$ cat config.mk
export PLATFORM = sky130hd
export DESIGN_NAME = tx_axis_arbiter_flat
export DESIGN_NICKNAME = d
export VERILOG_FILES = /design/src/rtl/tx_axis_arbiter_if.sv /design/src/rtl/tx_axis_arbiter.sv /design/src/flat_wrapper.sv
export SDC_FILE = /design/constraint.sdc
export NUM_CORES = 1
export LEC_CHECK = 0
export CAP_MARGIN = 20
export CORE_MARGIN = 1.5
export CORE_UTILIZATION = 25
export DETAILED_ROUTE_END_ITERATION = 12
export GPL_TIMING_DRIVEN = 1
export PLACE_DENSITY = 0.82
export SLEW_MARGIN = 10
export SYNTH_ARGS = -nofsm -noshare
export SYNTH_HDL_FRONTEND = slang
export SYNTH_SLANG_ARGS = --single-unit
$ cat constraint.sdc
create_clock -name i_clk -period 2.15 [get_ports i_clk]
set_input_delay 0.5375 -clock i_clk [delete_from_list [all_inputs] [get_ports i_clk]]
set_output_delay 0.5375 -clock i_clk [all_outputs]
set_load 0.1 [all_outputs]
$ cat src/rtl/tx_axis_arbiter_if.sv
// AXI-Stream bundle for the TX arbiter: NUM_PORTS packed request streams in,
// one merged stream out toward the MAC.
interface tx_axis_arbiter_if #(
    parameter int NUM_PORTS  = 4,
    parameter int DATA_WIDTH = 32,
    parameter int KEEP_WIDTH = DATA_WIDTH / 8
);
    logic [NUM_PORTS*DATA_WIDTH-1:0] s_axis_tdata;
    logic [NUM_PORTS*KEEP_WIDTH-1:0] s_axis_tkeep;
    logic [NUM_PORTS-1:0]            s_axis_tvalid;
    logic [NUM_PORTS-1:0]            s_axis_tlast;
    logic [NUM_PORTS-1:0]            s_axis_trdy;
    logic [DATA_WIDTH-1:0]           m_axis_tdata;
    logic [KEEP_WIDTH-1:0]           m_axis_tkeep;
    logic                            m_axis_tvalid;
    logic                            m_axis_tlast;
    logic                            m_axis_trdy;

    // slave: the arbiter's view (it receives the request streams)
    modport slave (
        input  s_axis_tdata, s_axis_tkeep, s_axis_tvalid, s_axis_tlast, m_axis_trdy,
        output s_axis_trdy, m_axis_tdata, m_axis_tkeep, m_axis_tvalid, m_axis_tlast
    );

    modport master (
        output s_axis_tdata, s_axis_tkeep, s_axis_tvalid, s_axis_tlast, m_axis_trdy,
        input  s_axis_trdy, m_axis_tdata, m_axis_tkeep, m_axis_tvalid, m_axis_tlast
    );
endinterface

$ cat src/rtl/tx_axis_arbiter.sv
// Packet-level round-robin arbiter sharing the TX MAC stream input between
// NUM_PORTS masters; a grant is held from first beat through tlast.
module tx_axis_arbiter #(
    parameter int NUM_PORTS  = 4,
    parameter int DATA_WIDTH = 32,
    parameter int KEEP_WIDTH = DATA_WIDTH / 8,
    parameter int PRIO_PORT0 = 0,
    parameter int IDX_WIDTH  = $clog2(NUM_PORTS)
) (
    input  logic                 i_clk,
    input  logic                 i_reset_n,
    input  logic [NUM_PORTS-1:0] i_port_en,
    tx_axis_arbiter_if.slave     axis,
    output logic [IDX_WIDTH-1:0] o_grant_idx,
    output logic                 o_busy
);

    typedef enum logic {
        IDLE,
        LOCKED
    } state_t;

    state_t               state, state_nxt;
    logic [IDX_WIDTH-1:0] grant_idx, grant_nxt;
    logic [IDX_WIDTH-1:0] last_grant, last_grant_nxt;
    logic [IDX_WIDTH-1:0] rr_idx;
    logic [NUM_PORTS-1:0] req;
    logic                 sel_valid, sel_last;

    // The enable mask only matters at arbitration; a locked packet ignores it.
    assign req = axis.s_axis_tvalid & i_port_en;

    always_comb begin : rr_search
        int unsigned          cand;
        logic [IDX_WIDTH-1:0] cand_idx;
        logic                 found;
        rr_idx   = '0;
        found    = 1'b0;
        cand     = 0;
        cand_idx = '0;
        for (int unsigned k = 1; k <= NUM_PORTS; k++) begin
            cand = 32'(last_grant) + k;
            if (cand >= NUM_PORTS) cand = cand - NUM_PORTS;
            cand_idx = IDX_WIDTH'(cand);
            if (!found && req[cand_idx]) begin
                found  = 1'b1;
                rr_idx = cand_idx;
            end
        end
        if (PRIO_PORT0 != 0 && req[0]) rr_idx = '0;
    end

    assign sel_valid = axis.s_axis_tvalid[grant_idx];
    assign sel_last  = axis.s_axis_tlast[grant_idx];

    always_comb begin
        state_nxt          = state;
        grant_nxt          = grant_idx;
        last_grant_nxt     = last_grant;
        axis.s_axis_trdy   = '0;
        axis.m_axis_tdata  = '0;
        axis.m_axis_tkeep  = '0;
        axis.m_axis_tvalid = 1'b0;
        axis.m_axis_tlast  = 1'b0;
        unique case (state)
            IDLE: begin
                if (|req) begin
                    grant_nxt = rr_idx;
                    state_nxt = LOCKED;
                end
            end
            LOCKED: begin
                axis.m_axis_tdata           = axis.s_axis_tdata[grant_idx*DATA_WIDTH +: DATA_WIDTH];
                axis.m_axis_tkeep           = axis.s_axis_tkeep[grant_idx*KEEP_WIDTH +: KEEP_WIDTH];
                axis.m_axis_tvalid          = sel_valid;
                axis.m_axis_tlast           = sel_last;
                axis.s_axis_trdy[grant_idx] = axis.m_axis_trdy;
                if (sel_valid && axis.m_axis_trdy && sel_last) begin
                    state_nxt      = IDLE;
                    last_grant_nxt = grant_idx;
                end
            end
        endcase
    end

    always_ff @(posedge i_clk or negedge i_reset_n) begin
        if (!i_reset_n) begin
            state      <= IDLE;
            grant_idx  <= '0;
            last_grant <= IDX_WIDTH'(NUM_PORTS - 1);
        end else begin
            state      <= state_nxt;
            grant_idx  <= grant_nxt;
            last_grant <= last_grant_nxt;
        end
    end

    assign o_busy      = (state == LOCKED);
    assign o_grant_idx = grant_idx;

endmodule
$ cat src/flat_wrapper.sv
// flat-port wrapper written by rule: the top's interface ports become plain ports
module tx_axis_arbiter_flat 
#(
    parameter int NUM_PORTS  = 4,
    parameter int DATA_WIDTH = 32,
    parameter int KEEP_WIDTH = DATA_WIDTH / 8,
    parameter int PRIO_PORT0 = 0,
    parameter int IDX_WIDTH  = $clog2(NUM_PORTS)
)
  (i_clk, i_reset_n, i_port_en, o_grant_idx, o_busy, axis_s_axis_tdata, axis_s_axis_tkeep, axis_s_axis_tvalid, axis_s_axis_tlast, axis_m_axis_trdy, axis_s_axis_trdy, axis_m_axis_tdata, axis_m_axis_tkeep, axis_m_axis_tvalid, axis_m_axis_tlast);
  tx_axis_arbiter_if #(.NUM_PORTS(NUM_PORTS), .DATA_WIDTH(DATA_WIDTH), .KEEP_WIDTH(KEEP_WIDTH)) axis_i ();
  input  logic i_clk;
  input  logic i_reset_n;
  input  logic [NUM_PORTS-1:0] i_port_en;
  output logic [IDX_WIDTH-1:0] o_grant_idx;
  output logic o_busy;
  input wire logic [$bits(axis_i.s_axis_tdata)-1:0] axis_s_axis_tdata;
  input wire logic [$bits(axis_i.s_axis_tkeep)-1:0] axis_s_axis_tkeep;
  input wire logic [$bits(axis_i.s_axis_tvalid)-1:0] axis_s_axis_tvalid;
  input wire logic [$bits(axis_i.s_axis_tlast)-1:0] axis_s_axis_tlast;
  input wire logic [$bits(axis_i.m_axis_trdy)-1:0] axis_m_axis_trdy;
  output wire logic [$bits(axis_i.s_axis_trdy)-1:0] axis_s_axis_trdy;
  output wire logic [$bits(axis_i.m_axis_tdata)-1:0] axis_m_axis_tdata;
  output wire logic [$bits(axis_i.m_axis_tkeep)-1:0] axis_m_axis_tkeep;
  output wire logic [$bits(axis_i.m_axis_tvalid)-1:0] axis_m_axis_tvalid;
  output wire logic [$bits(axis_i.m_axis_tlast)-1:0] axis_m_axis_tlast;
  assign axis_i.s_axis_tdata = axis_s_axis_tdata;
  assign axis_i.s_axis_tkeep = axis_s_axis_tkeep;
  assign axis_i.s_axis_tvalid = axis_s_axis_tvalid;
  assign axis_i.s_axis_tlast = axis_s_axis_tlast;
  assign axis_i.m_axis_trdy = axis_m_axis_trdy;
  assign axis_s_axis_trdy = axis_i.s_axis_trdy;
  assign axis_m_axis_tdata = axis_i.m_axis_tdata;
  assign axis_m_axis_tkeep = axis_i.m_axis_tkeep;
  assign axis_m_axis_tvalid = axis_i.m_axis_tvalid;
  assign axis_m_axis_tlast = axis_i.m_axis_tlast;
  tx_axis_arbiter #(.NUM_PORTS(NUM_PORTS), .DATA_WIDTH(DATA_WIDTH), .KEEP_WIDTH(KEEP_WIDTH), .PRIO_PORT0(PRIO_PORT0), .IDX_WIDTH(IDX_WIDTH)) u_core (.i_clk(i_clk), .i_reset_n(i_reset_n), .i_port_en(i_port_en), .axis(axis_i), .o_grant_idx(o_grant_idx), .o_busy(o_busy));
endmodule
==> results of run 1 <==
-- repair_timing --
action	4_1_cts	5_1_grt
resized for setup	56	3
setup endpoints to repair	39	42
pin swaps	1	0
setup buffers	2	3
-- routing by layer --
metal / track usage (%) / vias up / share of wire, %
li1: - / 940 / -
met1: 21.6 / 1013 / 31
met2: 43.6 / 112 / 57
met3: 5.80 / 14 / 9.9
met4: 5.69 / 0 / 2.0
met5: 0 / - / 0
-- cell families (layout without fill, tap and decap cells) --
logic type	after synthesis	count (layout)	share of synthesized area, %
compound gates	14	14	6.31
simple gates	54	54	21.3
buf+inv	17	228	7.14
mux	38	38	56.8
flops	5	5	8.46
-- state kept, by name (all words and copies together), names as in the netlist --
| signal | flops |
|---|---|
| u_core.o_busy | 1 |
| u_core.last_grant | 2 |
| u_core.o_grant_idx | 2 |
-- critical path: stages --
cell and delay [ns]:
clkdlybuf4s50_1 0.41, mux4_2 0.50, and2_4 0.19, buf_12 0.16
-- area by class of cell --
class / count / area [sq um]
multi-input combinational: 106 / 1410
inverter: 3 / 11.3
clock buffer: 4 / 45.0
timing repair buffer: 221 / 2630
tap: 75 / 93.8
fill: 409 / 1560
sequential: 5 / 139
-- placed cells by master (no fill, tap or decap), types with 3 or more instances in the layout --
| cell type | synthesis | final |
|---|---|---|
| clkdlybuf4s50_1 | 0 | 101 |
| dlygate4sd2_1 | 0 | 55 |
| buf_12 | 0 | 51 |
| mux4_2 | 38 | 38 |
| and2_4 | 0 | 38 |
| buf_4 | 0 | 12 |
| nand2_1 | 6 | 5 |
| inv_1 | 3 | 3 |
| clkbuf_8 | 0 | 3 |
| dfrtp_4 | 0 | 3 |
-- per-stage QoR --
stage	area, sq um	TNS (ns)	hold WS (ns)	setup slack, ns	cells
2_1_floorplan	1670	-3.81	0.242	-0.258	128
3_3_place_gp	4290	-4.52	0.476	-0.185	405
3_5_place_dp	4290	-5.10	0.498	-0.184	405
4_1_cts	4300	-4.70	0.504	-0.184	411
5_1_grt	4330	-5.95	0.518	-0.210	414
6_report	4330	-4.26	0.506	-0.182	414
-- worst min path at each step --
stage / from / end / slack (ns) / depth (start not counted)
2_1_floorplan: i_reset_n / u_core.o_busy$_DFF_PN0_ / 0.24 / 0
3_3_place_gp: u_core.last_grant[0]$_DFFE_PN1P_ / u_core.last_grant[0]$_DFFE_PN1P_ / 0.48 / 2
3_5_place_dp: u_core.last_grant[0]$_DFFE_PN1P_ / u_core.last_grant[0]$_DFFE_PN1P_ / 0.50 / 2
4_1_cts: u_core.last_grant[0]$_DFFE_PN1P_ / u_core.last_grant[0]$_DFFE_PN1P_ / 0.50 / 2
5_1_grt: u_core.last_grant[0]$_DFFE_PN1P_ / u_core.last_grant[0]$_DFFE_PN1P_ / 0.52 / 2
6_report: u_core.last_grant[0]$_DFFE_PN1P_ / u_core.last_grant[0]$_DFFE_PN1P_ / 0.51 / 2
==> summary.md, run 1 <==
| Metric | Value |
|---|---|
| Status | `finished with violations` |
| Failing checks | `negative setup slack` |
| CTS sink cnt | `5` |
| Clock Latency Late Sink | `0.23 ns` |
| Clk root buf | `clkbuf_8` |
| Die height | `80.7 um` |
| Fin worst setup slack | `-0.182 ns` |
| Worst Tran Pin Value | `0.310 ns` |
| Flops & latches, synth | `5` |
| Die area | `0.00651 sq mm` |
| Initial antenna violation count | `0` |
| Final Util | `73.6%` |
| Num CTS Buffers | `3` |
| Share of cells above drive strength 1 | `45.4%` |
| Rows | `28` |
| Final antenna-violating net count | `0` |
| Clk slew on worst S/H paths | `0.04 ns` |
| Fmax | `429 MHz` |
| Element type at the critical path start | `primary input` |
| Largest net degree at the start of global routing | `20` |
| Slew Limit Fails | `0` |
| Unrepaired setup endpoints after global routing | `yes` |
| Worst setup EP type | `primary output` |
| R2R Setup Slk | `0.40 ns` |
| # port buffers | `203` |
| Area share of the largest cell type after synthesis | `56.8%` |
| Critical path endpoint | `axis_m_axis_tdata[30]` |
| Reg2reg start | `u_core.o_grant_idx[0]$_DFFE_PN0P_` |
| NumNets Final | `499` |
| Post-synth EDFFs | `0` |
| Commonest cells post-synth | `and2_1 (39), mux4_2 (38), nand2_1 (6)` |
| Residual DRC | `0` |
| Top cells by area, synth | `mux4_2 (57%), and2_1 (16%), dfrtp_1 (5.0%)` |
| Pre-Repair DR Iteration Count | `4` |
| Worst Setup SP | `axis_s_axis_tdata[126]` |
| Yosys warnings | `0` |
| Initial core utilization | `25.6%` |
| Syn nets | `287` |
| WS Path Type | `in -> out` |
| Capture point of the worst reg-to-reg path | `u_core.last_grant[1]$_DFFE_PN1P_` |
| Via Count | `2079` |
| Vias in the first global route | `2207` |
| Synth Flop Type | `dfrtp_1` |
| Count leader, synth | `and2_1` |
| Die W | `80.7 um` |
| Synth Area per Inst | `11.8 sq um` |
| Final setup violation count | `38` |
| IO Count | `204` |
| Gp weighted congestion | `0.791` |
| Final Hold Fails | `0` |
| HPWL Detailed | `6.17 mm` |
| Synth area leader | `mux4_2` |
| H-tree Lvls | `1` |
| DR iter-0 viols | `51` |
| DR vias/cell | `5.02` |
| Mapped cell area | `0.00151 sq mm` |
| # diodes | `0` |
| Quantity of hold-fixing buffers added after cts | `0` |
| Gr usage total | `21.8%` |
| Clk buf depth | `2` |
| HP Class | `reg -> reg` |
| Synth unique cells | `24` |
| First-pass GRT wire length | `10.8 mm` |
| Post-Synthesis Cells | `128` |
| Worst path required time | `1.61 ns` |
| DRT Wirelength | `7.18 mm` |
| Seq/Total Area, Yosys | `8.46%` |
| WL/cell | `17.3 um` |
| Max Cap Viol | `0` |
| CTS tree | `done` |
| Relative slew slack | `79.3%` |
| Core Box Area | `0.00589 sq mm` |
| R2R depth | `7` |
| Post-synth ARST share | `100%` |
| Skew final | `0.00511 ns` |
| Final critical-path required period | `2.33 ns` |
| Synth-to-Final Area Change | `187%` |
| WP data arrival | `1.79 ns` |
| Critical path fanouts, max | `1` |
| GRT overflow | `0` |
| Tcrit/Tclk final | `108%` |
Power of run 1 is left out: the tool's default activity adds up to more than one toggle a clock period on the data nets, which glitch-free logic cannot reach.
==> run 2: changes to the inputs <==
Settings changed: ABC_CLOCK_PERIOD_IN_PS set to 2150, PLACE_DENSITY 0.82 to 0.83.
==> run 2 against run 1 <==
  * The run still ends with negative setup slack left
  * Via count about the same
  * Setup slack improved by 0.024 ns
  * Sequential share of layout area about the same
  * Final area increased by 0.66%
  * Flip-flop and latch count unchanged
  * Wire length increased by 3.5%
  * Critical path type unchanged
  * Largest cell class unchanged
==> summary.md, run 2 (synthesis results as in run 1) <==
| Metric | Value |
|---|---|
| Status | `finished with violations (unchanged)` |
| Failing checks | `negative setup slack (unchanged)` |
| Critical path fanouts, max | `1 (unchanged)` |
| Die W | `80.7 um (unchanged)` |
| # diodes | `0 (unchanged)` |
| DR iter-0 viols | `35 (was 51)` |
| R2R Setup Slk | `0.48 ns (was 0.40 ns)` |
| Final setup violation count | `38 (unchanged)` |
| R2R depth | `6 (was 7)` |
| Slew Limit Fails | `0 (unchanged)` |
| Skew final | `0.000807 ns (was 0.00511 ns)` |
| Final Util | `74.1% (was 73.6%)` |
| Final Non-Filler Cells | `413 (was 414)` |
| GRT overflow | `0 (unchanged)` |
| Gp weighted congestion | `0.781 (was 0.791)` |
| NumNets Final | `498 (was 499)` |
| Relative slew slack | `80.3% (was 79.3%)` |
| Clk buf depth | `2 (unchanged)` |
| Slowest-stage cell, CP | `mux4_2 (unchanged)` |
| Most frequent cells in the layout | `clkdlybuf4s50_1 (116), buf_12 (50), dlygate4sd2_1 (40) (was clkdlybuf4s50_1 (101), dlygate4sd2_1 (55), buf_12 (51))` |
| HP Class | `reg -> reg (unchanged)` |
| Rows | `28 (unchanged)` |
| Max Cap Viol | `0 (unchanged)` |
| Die area | `0.00651 sq mm (unchanged)` |
| Reg2reg start | `u_core.o_grant_idx[0]$_DFFE_PN0P_ (unchanged)` |
| Crit. path cell count | `4 (unchanged)` |
| CP Cell Sequence | `clkdlybuf4s50_1, mux4_2, and2_4, buf_12 (unchanged)` |
| Clock Latency Late Sink | `0.23 ns (about the same)` |
| Finished Cell Area | `0.00436 sq mm (was 0.00433 sq mm)` |
| Fillers | `412 (was 409)` |
| First-pass GRT wire length | `10.8 mm (about the same)` |
| Largest net degree at the start of global routing | `24 (was 20)` |
| Final antenna-violating net count | `0 (unchanged)` |
| Pre-Repair DR Iteration Count | `4 (unchanged)` |
| Worst Setup SP | `axis_s_axis_tdata[104] (was axis_s_axis_tdata[126])` |
| Clk slew on worst S/H paths | `0.04 ns (about the same)` |
| Worst setup EP type | `primary output (unchanged)` |
| Setup TNS | `-4.80 ns (was -4.26 ns)` |
| Placed insts | `404 (was 405)` |
| Fmax | `433 MHz (was 429 MHz)` |
| Vias in the first global route | `2255 (was 2207)` |
| Share of cells above drive strength 1 | `45.0% (was 45.4%)` |
| Clk root buf | `clkbuf_8 (unchanged)` |
| Tcrit/Tclk final | `107% (was 108%)` |
| DRT Wirelength | `7.43 mm (was 7.18 mm)` |
| Fin worst setup slack | `-0.157 ns (was -0.182 ns)` |
| WL/cell | `18.0 um (was 17.3 um)` |
| Residual DRC | `0 (unchanged)` |
| Quantity of hold-fixing buffers added after cts | `0 (unchanged)` |
| HPWL Detailed | `6.23 mm (was 6.17 mm)` |
| Initial core utilization | `25.6% (unchanged)` |
| # port buffers | `203 (unchanged)` |
| Gr usage total | `22.0% (was 21.8%)` |
| Capture point of the worst reg-to-reg path | `u_core.last_grant[1]$_DFFE_PN1P_ (unchanged)` |
| Synth-to-Final Area Change | `189% (was 187%)` |
| Final critical-path required period | `2.31 ns (was 2.33 ns)` |
| Die height | `80.7 um (unchanged)` |
| WS Path Type | `in -> out (unchanged)` |
| Hold path start | `u_core.last_grant[0]$_DFFE_PN1P_ (unchanged)` |
| DR vias/cell | `5.03 (was 5.02)` |
| WP data arrival | `1.77 ns (was 1.79 ns)` |
| Most common cell after layout, fill and taps aside | `clkdlybuf4s50_1 (unchanged)` |
| Initial antenna violation count | `0 (unchanged)` |
| Worst Tran Pin Value | `0.295 ns (was 0.310 ns)` |
| IO Count | `204 (unchanged)` |
| Num CTS Buffers | `3 (unchanged)` |
| Final Hold Fails | `0 (unchanged)` |
| Element type at the critical path start | `primary input (unchanged)` |
| Placed instance area | `0.00427 sq mm (was 0.00429 sq mm)` |
| CTS sink cnt | `5 (unchanged)` |
| Slowest Stage Delay on Critical Path | `0.48 ns (was 0.50 ns)` |
| Via Count | `2078 (was 2079)` |
| Largest delay share family, worst path | `buffers and inverters (unchanged)` |
| Unrepaired setup endpoints after global routing | `yes (unchanged)` |
| Worst path required time | `1.61 ns (about the same)` |
| Critical path endpoint | `axis_m_axis_tdata[8] (was axis_m_axis_tdata[30])` |
| Core Box Area | `0.00589 sq mm (unchanged)` |
| Bufs and invs on worst path | `2 (unchanged)` |
| CTS tree | `done (unchanged)` |
| H-tree Lvls | `1 (unchanged)` |
[run 2: worst min-delay path by stage]
stage | to | slack (ns) | cells past startpoint
6_report | u_core.last_grant[0]$_DFFE_PN1P_ | 0.49 | 2
5_1_grt | u_core.last_grant[1]$_DFFE_PN1P_ | 0.53 | 2
4_1_cts | u_core.last_grant[0]$_DFFE_PN1P_ | 0.49 | 2
3_5_place_dp | u_core.last_grant[0]$_DFFE_PN1P_ | 0.49 | 2
3_3_place_gp | u_core.last_grant[0]$_DFFE_PN1P_ | 0.48 | 2
2_1_floorplan | u_core.o_busy$_DFF_PN0_ | 0.24 | 0
[run 2: worst reg2reg max path, cell delays in order, from the launching register on]
cell and delay (ns):
dfrtp_4 0.48, buf_12 0.18, mux4_2 0.52, buf_4 0.15, nand4_2 0.13, nand2_1 0.07, o21ai_1 0.07
[run 2: layer usage]
layer  global-route usage (%)  wire, um  vias up
li1                         -         -      939
met5                        0         0        -
met1                     22.5      2400     1008
met2                     42.7      4180      118
met3                     6.36       722       13
met4                     6.03       130        0
[run 2: cell type report]
cell class	count	area, sq um	share of cell area, %
Sequential cell	5	139	3.19
Tap cell	75	93.8	2.15
Timing Repair Buffer	220	2660	61.1
Multi-Input combinational cell	106	1410	32.3
Inverter	3	11.3	0.258
Clock buffer	4	45.0	1.03
[run 2: per-stage QoR]
| stage | worst slack (ns) | hold slack (ns) |
|---|---|---|
| after floorplan | -0.258 | 0.242 |
| after CTS | -0.176 | 0.495 |
| after detailed placement | -0.190 | 0.489 |
| final | -0.157 | 0.494 |
| after global routing | -0.192 | 0.529 |
| after global placement | -0.194 | 0.480 |
[run 2: timing repair]
item                       4_1_cts  5_1_grt
gates cloned                     0        2
setup buffers                    0        3
resized for setup               41        2
pin swaps                        2        1
setup endpoints to repair       42       38
Power of run 2 is left out for the same reason.
==> variant: new RTL, config.mk and constraints of run 1 <==
`PRIO_PORT0` is set to 0 in 2 places; all go to 1.
--- a/src/rtl/tx_axis_arbiter.sv
+++ b/src/rtl/tx_axis_arbiter.sv
@@ -4,7 +4,7 @@
     parameter int NUM_PORTS  = 4,
     parameter int DATA_WIDTH = 32,
     parameter int KEEP_WIDTH = DATA_WIDTH / 8,
-    parameter int PRIO_PORT0 = 0,
+    parameter int PRIO_PORT0 = 1,
     parameter int IDX_WIDTH  = $clog2(NUM_PORTS)
 ) (
     input  logic                 i_clk,
--- a/src/flat_wrapper.sv
+++ b/src/flat_wrapper.sv
@@ -4,7 +4,7 @@
     parameter int NUM_PORTS  = 4,
     parameter int DATA_WIDTH = 32,
     parameter int KEEP_WIDTH = DATA_WIDTH / 8,
-    parameter int PRIO_PORT0 = 0,
+    parameter int PRIO_PORT0 = 1,
     parameter int IDX_WIDTH  = $clog2(NUM_PORTS)
 )
   (i_clk, i_reset_n, i_port_en, o_grant_idx, o_busy, axis_s_axis_tdata, axis_s_axis_tkeep, axis_s_axis_tvalid, axis_s_axis_tlast, axis_m_axis_trdy, axis_s_axis_trdy, axis_m_axis_tdata, axis_m_axis_tkeep, axis_m_axis_tvalid, axis_m_axis_tlast);
Formal check against the unedited RTL: not equivalent (Yosys sat finds a counterexample within 4 cycles, from zero or initial values and one cycle with i_reset_n low).
==> variant against run 1 <==
The run still ends with setup timing left; sequential cell count unchanged; synthesized area fell by 1.7%; wire length grew 14%; utilization grew 2.3 points; setup slack better by 0.038 ns; sequential share of layout area is 0.057 points higher; synthesized cell count down 2.3%; final area fell by 1.7%; highest routed layer unchanged; critical path type unchanged; global-route usage grew 3.4 points.
==> variant: results (changes against run 1) <==
Global route
  • GRT Overall Usage: 0.251 (+0.0339)
  • Grt met1 use: 0.269 (+0.0533)
  • GR Layer Usage met2: 0.486 (+0.0496)
  • Met3 usage: 0.0640 (+0.00605)

Outcome
  • Status: finished with violations
  • Failing checks: setup timing

Timing
  • Hold slack: 0.511 ns (+0.00524 ns)
  • Setup-failing EPs final: 38 (unchanged)
  • Worst Setup Slack, final: -0.144 ns (+0.0375 ns)

Critical path
  • Arrival time worst endpoint: 1.76 ns (-0.03 ns)
  • Setup crit start: axis_s_axis_tdata[98]
  • Worst Setup EP: axis_m_axis_tdata[2]
  • R2R setup slack: 0.33 ns (-0.07 ns)
  • R2R Path End: u_core.last_grant[0]

Cells and area
  • Layout cells sized above 1: 0.461 (+0.00703)
  • Filler cells: 405 (-0.98%)
  • Final nets: 496 (-0.60%)

Detailed routing
  • Met3 Routed Length: 732 um (+3.0%)
  • M1 WL: 2.71 mm (+22%)
  • Met2 wire len: 4.63 mm (+13%)
  • DR vias/cell: 5.05 (+0.59%)

Logic synthesis
  • Post-Syn Nets: 284 (-1.0%)
  • Synth unique cells: 26 (+8.3%)

Placement
  • Post-DP HPWL: 6.71 mm (+8.7%)
  • DP Worst Slack: -0.185 ns (-0.00155 ns)
## variant: cell families (layout without fill, tap and decap cells)
group / Yosys count / count (layout) / synth area share
compound gates: 12 / 12 / 0.0599
buf+inv: 17 / 228 / 0.0582
flops: 5 / 5 / 0.0861
mux: 39 / 39 / 0.585
simple gates: 52 / 52 / 0.211
## variant: area by class of cell
cell class,count,share of cell area
tap,72,0.0212
sequential,5,0.0326
multi-input combinational,103,0.331
inverter,3,0.00265
clock buffer,4,0.0106
timing repair buffer,221,0.602
## variant: report_power, final
part           switching [uW]  total [uW]  leakage, uW  internal [uW]
Sequential                123         286    0.0000532            163
Clock                    47.3         175    0.0000228            127
Combinational            4690        8020      0.00175           3330
Total                    4860        8480      0.00182           3620
## variant: timing repair
action                     in CTS  in global routing
resized for setup              97                  1
pin swaps                      13                  0
setup endpoints to repair      41                 39
buffers inserted                2                  2
## variant: how the worst min path moves through the flow
stage | end | startpoint
floorplan | u_core.o_busy | i_reset_n
global placement | u_core.last_grant[1] | u_core.last_grant[1]
detailed placement | u_core.last_grant[1] | u_core.last_grant[1]
CTS | u_core.last_grant[1] | u_core.last_grant[1]
global route | u_core.o_busy | i_reset_n
finish | u_core.last_grant[1] | u_core.last_grant[1]
## variant: critical path, stage by stage
cell and delay (ns):
clkdlybuf4s50_1 0.39, mux4_2 0.48, and2_4 0.18, buf_12 0.16
## variant: through the flow
stage                      util  instance area, sq um  TNS, ns  instances  total power, uW
final                     0.759                  4260    -3.64        408             8480
after global routing      0.759                  4260    -5.32        408             8730
after CTS                 0.756                  4240    -4.06        406             8510
after detailed placement  0.761                  4270    -5.25        400             8300
after global placement    0.761                  4270    -4.55        400             8220
after floorplan               -                  1690    -4.32        125             5570
